`src/rtl/adder_pkg.sv`:
```
// adder_pkg: shared adder-tree parameters and feeder state encoding.
package adder_pkg;
  localparam int NUM_OPS  = 8;
  localparam int OP_W     = 4;
  localparam int SUM_W    = 15;
  localparam int PIPE_LAT = 3;
  typedef enum logic [1:0] {FILL, WAIT, DONE} feeder_state_e;
endpackage

```
`src/rtl/adder_operand_feeder_if.sv`:
```
// adder_operand_feeder_if: operand stream, adder-side frame/sum and result stream.
interface adder_operand_feeder_if;
  import adder_pkg::*;
  logic                    in_valid;
  logic                    in_ready;
  logic [OP_W-1:0]         in_data;
  logic                    flush;
  logic [NUM_OPS*OP_W-1:0] ops_flat;
  logic                    ops_valid;
  logic [SUM_W-1:0]        sum_in;
  logic                    res_valid;
  logic                    res_ready;
  logic [SUM_W-1:0]        res_sum;
  logic                    busy;
  modport master (
    input  in_valid, in_data, flush, sum_in, res_ready,
    output in_ready, ops_flat, ops_valid, res_valid, res_sum, busy
  );
  modport slave (
    output in_valid, in_data, flush, sum_in, res_ready,
    input  in_ready, ops_flat, ops_valid, res_valid, res_sum, busy
  );
endinterface

```
`src/rtl/feeder_latency_timer.sv`:
```
// feeder_latency_timer: loadable down-counter that parks at zero and flags it.
module feeder_latency_timer #(
  parameter int W = 2
) (
  input  logic         clk,
  input  logic         rst_n,
  input  logic         load,
  input  logic         en,
  input  logic [W-1:0] load_val,
  output logic         zero
);
  logic [W-1:0] cnt;
  always_ff @(posedge clk or negedge rst_n)
    if (!rst_n) cnt <= '0;
    else if (load) cnt <= load_val;
    else if (en && cnt != '0) cnt <= cnt - 1'b1;
  assign zero = cnt == '0;
endmodule

```
`src/rtl/adder_operand_feeder.sv`:
```
// adder_operand_feeder: collects a serial operand frame, drives the adder tree, returns its sum.
module adder_operand_feeder
  import adder_pkg::*;
(
  input logic clk,
  input logic rst_n,
  adder_operand_feeder_if.master bus
);
  localparam int CW = $clog2(NUM_OPS);
  localparam int LW = $clog2(PIPE_LAT + 1);
  feeder_state_e state, state_nx;
  logic [CW-1:0] op_cnt;
  logic [NUM_OPS*OP_W-1:0] shadow, shadow_wr;
  logic accept, last, frame_done, lat_zero;
  assign accept     = bus.in_valid && state == FILL;
  assign last       = op_cnt == CW'(NUM_OPS - 1);
  assign frame_done = accept && last && !bus.flush;
  always_comb begin
    shadow_wr = shadow;
    shadow_wr[op_cnt*OP_W +: OP_W] = bus.in_data;
  end
  always_comb begin
    bus.in_ready = state == FILL;
    bus.busy     = !(state == FILL && op_cnt == '0);
    state_nx     = frame_done ? WAIT :
                   (state == WAIT && lat_zero) ? DONE :
                   (state == DONE && bus.res_ready) ? FILL : state;
  end
  feeder_latency_timer #(.W(LW)) u_timer (
    .clk      (clk),
    .rst_n    (rst_n),
    .load     (frame_done),
    .en       (state == WAIT),
    .load_val (LW'(PIPE_LAT)),
    .zero     (lat_zero)
  );
  always_ff @(posedge clk or negedge rst_n)
    if (!rst_n) begin
      state         <= FILL;
      op_cnt        <= '0;
      shadow        <= '0;
      bus.ops_flat  <= '0;
      bus.ops_valid <= 1'b0;
      bus.res_valid <= 1'b0;
      bus.res_sum   <= '0;
    end else begin
      state         <= state_nx;
      bus.ops_valid <= frame_done;
      if (state == FILL && bus.flush) begin
        op_cnt <= '0;
        shadow <= '0;
      end else if (accept) begin
        shadow <= shadow_wr;
        if (!last) op_cnt <= op_cnt + 1'b1;
      end else if (state == DONE && bus.res_ready) begin
        op_cnt <= '0;
      end
      if (frame_done) bus.ops_flat <= shadow_wr;
      if (state == WAIT && lat_zero) begin
        bus.res_sum   <= bus.sum_in;
        bus.res_valid <= 1'b1;
      end else if (state == DONE && bus.res_ready) begin
        bus.res_valid <= 1'b0;
      end
    end
endmodule

```
`src/flat_wrapper.sv`:
```
// flat-port wrapper written by rule: the top's interface ports become plain ports
module adder_operand_feeder_flat import adder_pkg::*;
  (clk, rst_n, bus_in_valid, bus_in_data, bus_flush, bus_sum_in, bus_res_ready, bus_in_ready, bus_ops_flat, bus_ops_valid, bus_res_valid, bus_res_sum, bus_busy);
  adder_operand_feeder_if bus_i ();
  input logic clk;
  input logic rst_n;
  input wire logic [$bits(bus_i.in_valid)-1:0] bus_in_valid;
  input wire logic [$bits(bus_i.in_data)-1:0] bus_in_data;
  input wire logic [$bits(bus_i.flush)-1:0] bus_flush;
  input wire logic [$bits(bus_i.sum_in)-1:0] bus_sum_in;
  input wire logic [$bits(bus_i.res_ready)-1:0] bus_res_ready;
  output wire logic [$bits(bus_i.in_ready)-1:0] bus_in_ready;
  output wire logic [$bits(bus_i.ops_flat)-1:0] bus_ops_flat;
  output wire logic [$bits(bus_i.ops_valid)-1:0] bus_ops_valid;
  output wire logic [$bits(bus_i.res_valid)-1:0] bus_res_valid;
  output wire logic [$bits(bus_i.res_sum)-1:0] bus_res_sum;
  output wire logic [$bits(bus_i.busy)-1:0] bus_busy;
  assign bus_i.in_valid = bus_in_valid;
  assign bus_i.in_data = bus_in_data;
  assign bus_i.flush = bus_flush;
  assign bus_i.sum_in = bus_sum_in;
  assign bus_i.res_ready = bus_res_ready;
  assign bus_in_ready = bus_i.in_ready;
  assign bus_ops_flat = bus_i.ops_flat;
  assign bus_ops_valid = bus_i.ops_valid;
  assign bus_res_valid = bus_i.res_valid;
  assign bus_res_sum = bus_i.res_sum;
  assign bus_busy = bus_i.busy;
  adder_operand_feeder u_core (.clk(clk), .rst_n(rst_n), .bus(bus_i));
endmodule
```
`config.mk`:
```
export PLATFORM = sky130hd
export DESIGN_NAME = adder_operand_feeder_flat
export DESIGN_NICKNAME = d
export VERILOG_FILES = /design/src/rtl/adder_pkg.sv /design/src/rtl/adder_operand_feeder_if.sv /design/src/rtl/feeder_latency_timer.sv /design/src/rtl/adder_operand_feeder.sv /design/src/flat_wrapper.sv
export SDC_FILE = /design/constraint.sdc
export NUM_CORES = 1
export LEC_CHECK = 0
export BUFFER_PORTS_ARGS = -buffer_cell sky130_fd_sc_hd__buf_2
export CAP_MARGIN = 10
export CORE_ASPECT_RATIO = 1.4
export CORE_UTILIZATION = 40
export DETAILED_ROUTE_END_ITERATION = 12
export GPL_ROUTABILITY_DRIVEN = 0
export PLACE_DENSITY = 0.61
export SYNTH_ARGS = -nofsm -noshare
export SYNTH_HDL_FRONTEND = slang
export SYNTH_SLANG_ARGS = --single-unit
export TNS_END_PERCENT = 1
```
`constraint.sdc`:
```
create_clock -name clk -period 5.7 [get_ports clk]
set_clock_uncertainty 0.1 [all_clocks]
set_input_delay 1.71 -clock clk [delete_from_list [all_inputs] [get_ports clk]]
set_output_delay 1.71 -clock clk [all_outputs]
set_load 0.05 [all_outputs]
```
**Yosys cells after proc, flatten, opt, wreduce, memory -nomap -nowiden**

Cells that the tools add are included.
Widths: inputs -> output; s select.

- Flip-flop bits (word level): 88
- RAM bits: 0
- Output and inout port bits: 51
- ROM bits: 0
- Bits of input ports: 24
- Bits in latches: 0
- Logic and storage cells: 51
- Memories kept: 0

- $add $sub $neg: 3
- $lt $le $gt $ge: 0
- Div/mod/pow operators: 0
- Reduce and logical (&&, ||, !) cells: 20
- Equality and inequality tests: 4
- Bitwise gates (word level): 0
- Multiplexer cells: 14
- Shifts and indexed selects: 2
- Multipliers: 0

Operators by type and width:

| kind | count |
|---|---|
| $mux 32 | 2 |
| $neg 5->34 | 1 |
| $shift 4x34->32 const A | 1 |
| $shiftx 4x34->32 | 1 |
| $bwmux 32 | 1 |
| $mux 3 | 4 |
| $mux 2 | 5 |
| $logic_and 1x1->1 | 8 |
| $reduce_bool 2->1 | 4 |
| $reduce_bool 3->1 | 2 |
| $logic_not 2->1 | 2 |
| $add 3x1->3 const B | 1 |
| $eq 3x3->1 const B | 1 |
| $logic_not 3->1 | 1 |
| $ne 3x3->1 const B | 1 |
| $eq 2x1->1 const B | 1 |
| $eq 2x2->1 const B | 1 |
| $logic_not 1->1 | 2 |
| $mux 1 | 2 |
| $reduce_and 2->1 | 1 |
| $sub 2x1->2 const B | 1 |

**Longest topological paths before layout**

Gate-level depths: netlist of the first run.

- Depth after elaboration: 5
- Gate-level depth with buffers: 9
- Mapped depth without buffers: 7

**Cells and area by module**

From an unflattened synthesis of the first run, not the netlist that was laid out.

- Cells, all modules: 375
- Area, all modules: 4000.1 um^2

By module, submodules not included:

| module | seq. area each (um^2) | times used | area an instance (um^2) | cells each |
|---|---|---|---|---|
| adder_operand_feeder | 2152.1 | 1 | 3868.7 | 362 |
| feeder_latency_timer | 50.0 | 1 | 131.4 | 13 |

**Least setup slack after synthesis of the first run**

OpenSTA, ideal clock, no wires.

- Kind: register -> output
- Start: register u_core.state[0]
- End: output bus_busy
- Data arrival time: 1843 ps
- Cell stages (with the launch flop): 4
- Required time: 3890 ps
- Setup slack: 2047 ps
- Buffers on the path: 1
- Cell sequence: dfrtp_1 -> buf_4 -> nor2_1 -> nand2_1

- Cells in the longest elaborated chain, start to end: 3

Ends and longest elaborated chain:

| what | line | RTL |
|---|---|---|
| start: declaration | adder_operand_feeder.sv:11 | `feeder_state_e state, state_nx;` |
| start signal: assignment | adder_operand_feeder.sv:47 | `state <= state_nx;` |
| $logic_not 2->1 | - |  |
| named net bus_in_ready | flat_wrapper.sv:12 | `output wire logic [$bits(bus_i.in_ready)-1:0] bus_in_ready;` |
| $logic_and 1x1->1 | adder_operand_feeder.sv:24 | `bus.busy = !(state == FILL && op_cnt == '0);` |
| $logic_not 1->1 | adder_operand_feeder.sv:24 |  |
| end: declaration | flat_wrapper.sv:17 | `output wire logic [$bits(bus_i.busy)-1:0] bus_busy;` |

The timed path passes the listed nets, and every way through them passes these cells.

**Final worst setup path of the first run**

- Start: register u_core.op_cnt[0]
- End: output bus_busy

- Cells in the longest elaborated chain, start to end: 3

Ends and longest elaborated chain:

| what | line | RTL |
|---|---|---|
| start: declaration | adder_operand_feeder.sv:12 | `logic [CW-1:0] op_cnt;` |
| start signal: assignment | adder_operand_feeder.sv:54 | `if (!last) op_cnt <= op_cnt + 1'b1;` |
| $logic_not 3->1 | adder_operand_feeder.sv:24 |  |
| $logic_and 1x1->1 | adder_operand_feeder.sv:24 |  |
| $logic_not 1->1 | adder_operand_feeder.sv:24 |  |

No other way between the ends.

==> run summary, run 1 <==
status -> finished, final reports clean
WL/cell -> 15.81 µm
postcts setup bufs -> 0
vias in the first global route -> 3254
clock network fraction of total power -> 42.1%
post-synthesis sequential area ratio -> 54.42%
delay-heaviest family, CP -> flip-flops
switching power -> 371.4 µW
core area -> 0.009846 mm²
clock buffer count from CTS -> 9
CP max-delay cell -> dfrtp_1
H-tree depth -> 3
Hold Crit Class -> flop to flop
switching share of power -> 25.86%
fill cell count -> 938
Area contributors post-synth -> dfrtp_1 54%, a22o_1 5.8%, mux2_2 4.2%
DRC -> 0
final core utilization -> 48.79%
critical path data arrival time -> 2030 ps
Slew HR -> 25.05%
Antenna Cells -> 0
syn nets -> 407
top-count cell post-synth -> dfrtp_1
critical path type -> flop to output port
CP endpoint kind -> output port
cell count along the critical path -> 5
number of distinct library cells after synthesis -> 47
slowest stage delay, CP -> 670 ps
final count of negative-setup-slack endpoints -> 0
initial core utilization -> 41.10%
max frequency -> 260.6 MHz
Slew Viols, Final -> 0
area delta synth->final -> 18.71%
hold-fix buffers at CTS -> 0
Post-Syn Area -> 0.004046 mm²
WP data required -> 3890 ps
vias per cell -> 5.348
Final Hold Vio Count -> 0
Power Density -> 299.0 mW/mm²
Leak Pwr -> 0.002336 µW
number of synthesized flops with an enable pin -> 0
share of the synthesized area in the top cell type -> 54.42%
Synth top cells by count -> 88 x dfrtp_1, 43 x nand2_1, 30 x nor2_1
largest net degree at the start of global routing -> 89
unrepaired setup endpoints after global routing -> no
Comb pwr share -> 12.5%
clk sinks -> 88
Post-DRT Antenna Nets -> 0
R2R setup slack -> 2470 ps
post-synthesis register bit count -> 88
Synth async-reset ratio -> 100.0%
most frequent CP cell -> ha_1
Layout Nets -> 474
GRT Util Overall -> 19.59%
Flop pwr share -> 45.5%
PnR Total Power -> 1436 µW
Post-Layout Inst Area -> 0.004803 mm²
RR Endpoint -> u_core.shadow[19]
initial antenna violation count -> 0
placed cells -> 566
grt total ovfl -> 0
crit path cell chain -> inv_1 > ha_1 > ha_1 > nand2_1 > buf_2
share of post-route cells with drive strength above 1 -> 25.11%
Placement Rows -> 43
Synth Flop Type -> dfrtp_1
Root Buffer -> clkbuf_16
Setup crit end -> bus_busy
latest clock arrival within the worst-skew pair -> 340 ps
Starting DRT DRC Count -> 250
Slew @ Worst Pin -> 1124 ps
P_int -> 1065 µW
DP Wirelength -> 6341 µm
width of the chip -> 87.01 µm
Detailed Routing Iterations Pass 1 -> 4
reg-to-reg critical path startpoint -> u_core.op_cnt[0]
Ports -> 75
Tmin final -> 3838 ps
die area -> 0.01053 mm²
final worst path period share -> 67.33%
Post-DP Area -> 0.004496 mm²
Worst Path Max Fanout -> 18
Syn Inst Count -> 375
CTS resizes -> 0
Reg2Reg Depth -> 7
via count -> 3107
yosys warns -> 0
final WL -> 9184 µm
total negative slack -> 0 ps
non-filler instance count after layout -> 581
CTS tree -> done
Mean Syn Cell Area -> 10.79 µm²
dominant cell type by area after synthesis -> dfrtp_1
Bufs and invs on worst path -> 2
clk buf depth -> 2
Max Cap Viol -> 0
CP Launch Type -> flop
Clock Pin Slew Worst Setup and Hold Paths -> 60 ps
worst vdd ir -> 0.1760 mV
first-pass GRT wire length -> 15770 µm
die height -> 121.0 µm
crit path from -> u_core.op_cnt[0]
PortBufs -> 74
worst reg2reg max path, stage by stage (launching register included):
cell and delay [ps]:
dfrtp_1 670, inv_1 190, ha_1 270, ha_1 620, nand2b_1 140, or4_1 590
a21bo_2 310, a22o_1 240
cell type report:
type                            count  area, µm²  area share [%]
Clock buffer                       13      270.3           5.626
Multi-Input combinational cell    261       1722           35.84
Inverter                            8      30.03          0.6252
Sequential cell                    88       2202           45.85
Timing Repair Buffer               74      372.9           7.762
Tap cell                          135      168.9           3.517
Clock inverter                      2      37.54          0.7815
power by group through the flow:
stage | clock (µW) | sequential (µW) | combinational [µW]
floorplan | 0 | 706 | 80.0
global route | 644 | 655 | 192
global placement | 0 | 663 | 179
CTS | 617 | 653 | 180
finish | 605 | 653 | 179
detailed placement | 0 | 664 | 180
metal layers:
| metal | global-route usage [%] | part of all wire (%) | vias to the layer above |
|---|---|---|---|
| met5 | 0 | 0 | - |
| met4 | 9.063 | 2.4 | 0 |
| met3 | 4.150 | 4.1 | 14 |
| met2 | 31.94 | 49 | 84 |
| met1 | 24.67 | 44 | 1524 |
| li1 | - | - | 1485 |
stage by stage:
step                      worst slack (ps)  hold slack (ps)
final                                 1862            373.2
after global routing                  1731            400.4
after global placement                1816            363.5
after floorplan                       2047            350.2
after CTS                             1872            381.8
after detailed placement              1718            369.2
state kept, by name, indices dropped and copies added (netlist names):
signal                count
u_core.bus.ops_flat      32
u_core.bus.ops_valid      1
u_core.bus.res_sum       15
u_core.bus.res_valid      1
u_core.op_cnt             3
u_core.shadow            32
u_core.state              2
u_core.u_timer.cnt        2
worst min path at each step:
stage | startpoint | endpoint | slack (ps) | depth (start not counted)
detailed placement | u_core.bus.ops_flat[15] | u_core.bus.ops_flat[15] | 370 | 2
global route | u_core.shadow[30] | u_core.shadow[30] | 400 | 1
finish | u_core.bus.ops_flat[5] | u_core.bus.ops_flat[5] | 370 | 2
CTS | u_core.bus.ops_flat[15] | u_core.bus.ops_flat[15] | 380 | 2
global placement | u_core.bus.ops_flat[5] | u_core.bus.ops_flat[5] | 360 | 2
floorplan | u_core.shadow[14] | u_core.shadow[14] | 350 | 2
placed cells by master (no fill, tap or decap), drive strengths merged, types with 5 or more instances in the layout:
cell,n
dfrtp,88
buf,74
nand2,44
nor2,30
o21ai,30
a22o,27
a21oi,19
mux2,15
clkbuf,13
nor3,11
mux2i,10
inv,8
ha,8
nand2b,7
nor2b,6
nand3,5
logic make-up (layout without fill, tap and decap cells):
family / count (synthesis) / in the layout / synth area share (%)
compound gates: 101 / 101 / 17.22
xor+xnor: 1 / 1 / 0.2165
fa+ha+maj: 8 / 8 / 2.474
buf+inv: 26 / 97 / 3.030
flops: 88 / 88 / 54.42
mux: 25 / 25 / 6.648
simple gates: 126 / 126 / 15.99
No activity file was read; power rests on OpenSTA's default activity.
==> run 2: changes to the inputs <==
PLACE_DENSITY = 0.63   (was 0.61)
clock period = 3.1 ns   (was 5.7 ns; I/O delays follow)
==> run summary, run 2 (synthesized netlist as in run 1, its figures left out) <==
critical path data arrival time -> 1700 ps (-330 ps)
P_int -> 1844 µW (+73%)
critical path type -> flop to output port
initial core utilization -> 41.10% (unchanged)
H-tree depth -> 3 (unchanged)
switching share of power -> 26.97% (+1.1 points)
commonest non-fill, non-tap cell in the layout -> dfrtp_1
Post-DRT Antenna Nets -> 0 (unchanged)
most frequent cells in the layout -> 88 x dfrtp_1, 73 x buf_2, 43 x nand2_1, 30 x nor2_1
initial antenna violation count -> 0 (unchanged)
Hold Crit Class -> flop to flop
CTS resizes -> 0 (unchanged)
Final Hold Vio Count -> 0 (unchanged)
Clock Pin Slew Worst Setup and Hold Paths -> 60 ps (about the same)
total negative slack -> 0 ps (unchanged)
GRT Util Overall -> 19.14% (-0.45 points)
via count -> 3119 (+0.39%)
largest net degree at the start of global routing -> 41 (-54%)
area delta synth->final -> 19.70%
width of the chip -> 87.01 µm (unchanged)
Worst Path Max Fanout -> 9 (-9)
unrepaired setup endpoints after global routing -> no
Flop pwr share -> 47.3% (+1.8 points)
clock buffer count from CTS -> 9 (unchanged)
latest clock arrival within the worst-skew pair -> 340 ps (about the same)
clock network fraction of total power -> 39.0% (-3.1 points)
first-pass GRT wire length -> 15200 µm (-3.6%)
status -> finished, final reports clean
grt total ovfl -> 0 (unchanged)
Layout Nets -> 483 (+1.9%)
clk sinks -> 88 (unchanged)
met2 Use GR -> 31.99% (+0.049 points)
postcts setup bufs -> 0 (unchanged)
met1 usage -> 23.45% (-1.2 points)
share of post-route cells with drive strength above 1 -> 26.32% (+1.2 points)
clk buf depth -> 2 (unchanged)
Slew Viols, Final -> 0 (unchanged)
Slew HR -> 44.91% (+20 points)
WP data required -> 2070 ps (-1820 ps)
CP Launch Type -> flop
vias in the first global route -> 3113 (-4.3%)
biggest regs -> u_core.bus.ops_flat (32), u_core.shadow (32), u_core.bus.res_sum (15)
CP endpoint kind -> output port
Power Density -> 521.3 mW/mm² (+74%)
die height -> 121.0 µm (unchanged)
PnR Total Power -> 2525 µW (+76%)
Max Cap Viol -> 0 (unchanged)
final count of negative-setup-slack endpoints -> 0 (unchanged)
Antenna Cells -> 0 (unchanged)
hold-fix buffers at CTS -> 0 (unchanged)
worst vdd ir -> 0.3706 mV (+110%)
core area -> 0.009846 mm² (unchanged)
WL/cell -> 15.56 µm (-1.6%)
die area -> 0.01053 mm² (unchanged)
Tmin final -> 2734 ps
final worst path period share -> 88.20%
layer with the highest usage -> met2
final core utilization -> 49.19% (+0.41 points)
PortBufs -> 74 (unchanged)
max frequency -> 365.7 MHz
fill cell count -> 922 (-1.7%)
Root Buffer -> clkbuf_16
switching power -> 680.8 µW (+83%)
final WL -> 9197 µm (+0.14%)
Slew @ Worst Pin -> 820.1 ps (-304.1 ps)
DRC -> 0 (unchanged)
DP Wirelength -> 6726 µm (+6.1%)
Leak Pwr -> 0.002365 µW (+1.2%)
Global Route met3 Usage -> 4.762% (+0.61 points)
Starting DRT DRC Count -> 155 (-38%)
Comb pwr share -> 13.7% (+1.2 points)
Placement Rows -> 43 (unchanged)
Ports -> 75 (unchanged)
vias per cell -> 5.277 (-1.3%)
Detailed Routing Iterations Pass 1 -> 4 (unchanged)
CTS tree -> done
run 2: cell types whose count changed in the layout (fill, tap and decap cells not counted):
cell / delta
buf_4: +8
clkbuf_1: +2
clkbuf_8: -2
clkinv_2: +2
buf_12: +1
bufinv_16: -1
run 2: metrics by stage:
stage / instances / instance area [µm²] / setup WS [ps] / hold WS, ps
after floorplan: 375 / 4046 / 227.4 / 350.2
after global placement: 575 / 4576 / 664.2 / 360.5
after detailed placement: 575 / 4576 / 598.3 / 365.3
after CTS: 591 / 4843 / 364.3 / 378.3
after global routing: 591 / 4843 / 269.0 / 393.7
final: 591 / 4843 / 365.8 / 371.2
run 2: final cells by class:
cell class / count / area [µm²] / share of cell area (%)
clock buffers: 13 / 250.2 / 5.167
clock inverters: 3 / 17.52 / 0.3617
inverters: 8 / 30.03 / 0.6200
multi-input cells: 261 / 1722 / 35.55
flip-flops and latches: 88 / 2202 / 45.47
well taps: 135 / 168.9 / 3.487
repair buffers: 83 / 452.9 / 9.352
run 2: routing by layer:
layer	vias up	wire, µm	share of wire (%)
met5	-	0	0
met4	0	170	1.8
met3	11	397	4.3
met2	79	4620	50
met1	1521	4009	44
li1	1508	-	-
run 2: worst paths after layout:
check | start | endpoint | slack, ps | cells after the start
setup / recovery | u_core.op_cnt[1] | bus_busy | 370 | 5
hold / removal | u_core.bus.ops_flat[3] | u_core.bus.ops_flat[3] | 370 | 2
setup reg to reg | u_core.op_cnt[1] | u_core.shadow[22] | 570 | 8
hold reg to reg | u_core.bus.ops_flat[3] | u_core.bus.ops_flat[3] | 370 | 2
max in group asynchronous | rst_n | u_core.state[0] | 1870 | 2
min in group asynchronous | rst_n | u_core.shadow[0] | 400 | 1
run 2: power by group through the flow:
| stage | Clock, µW | Sequential [µW] | Combinational [µW] |
|---|---|---|---|
| global route | 1060 | 1200 | 372 |
| detailed placement | 0 | 1220 | 348 |
| global placement | 0 | 1210 | 344 |
| finish | 984 | 1190 | 346 |
| floorplan | 0 | 1300 | 147 |
| CTS | 1010 | 1190 | 349 |
run 2: worst max-delay path, stage by stage (launching register included):
cell     delay, ps
dfrtp_1        470
inv_1          120
ha_1           220
ha_1           230
nand2_1         70
buf_2          250
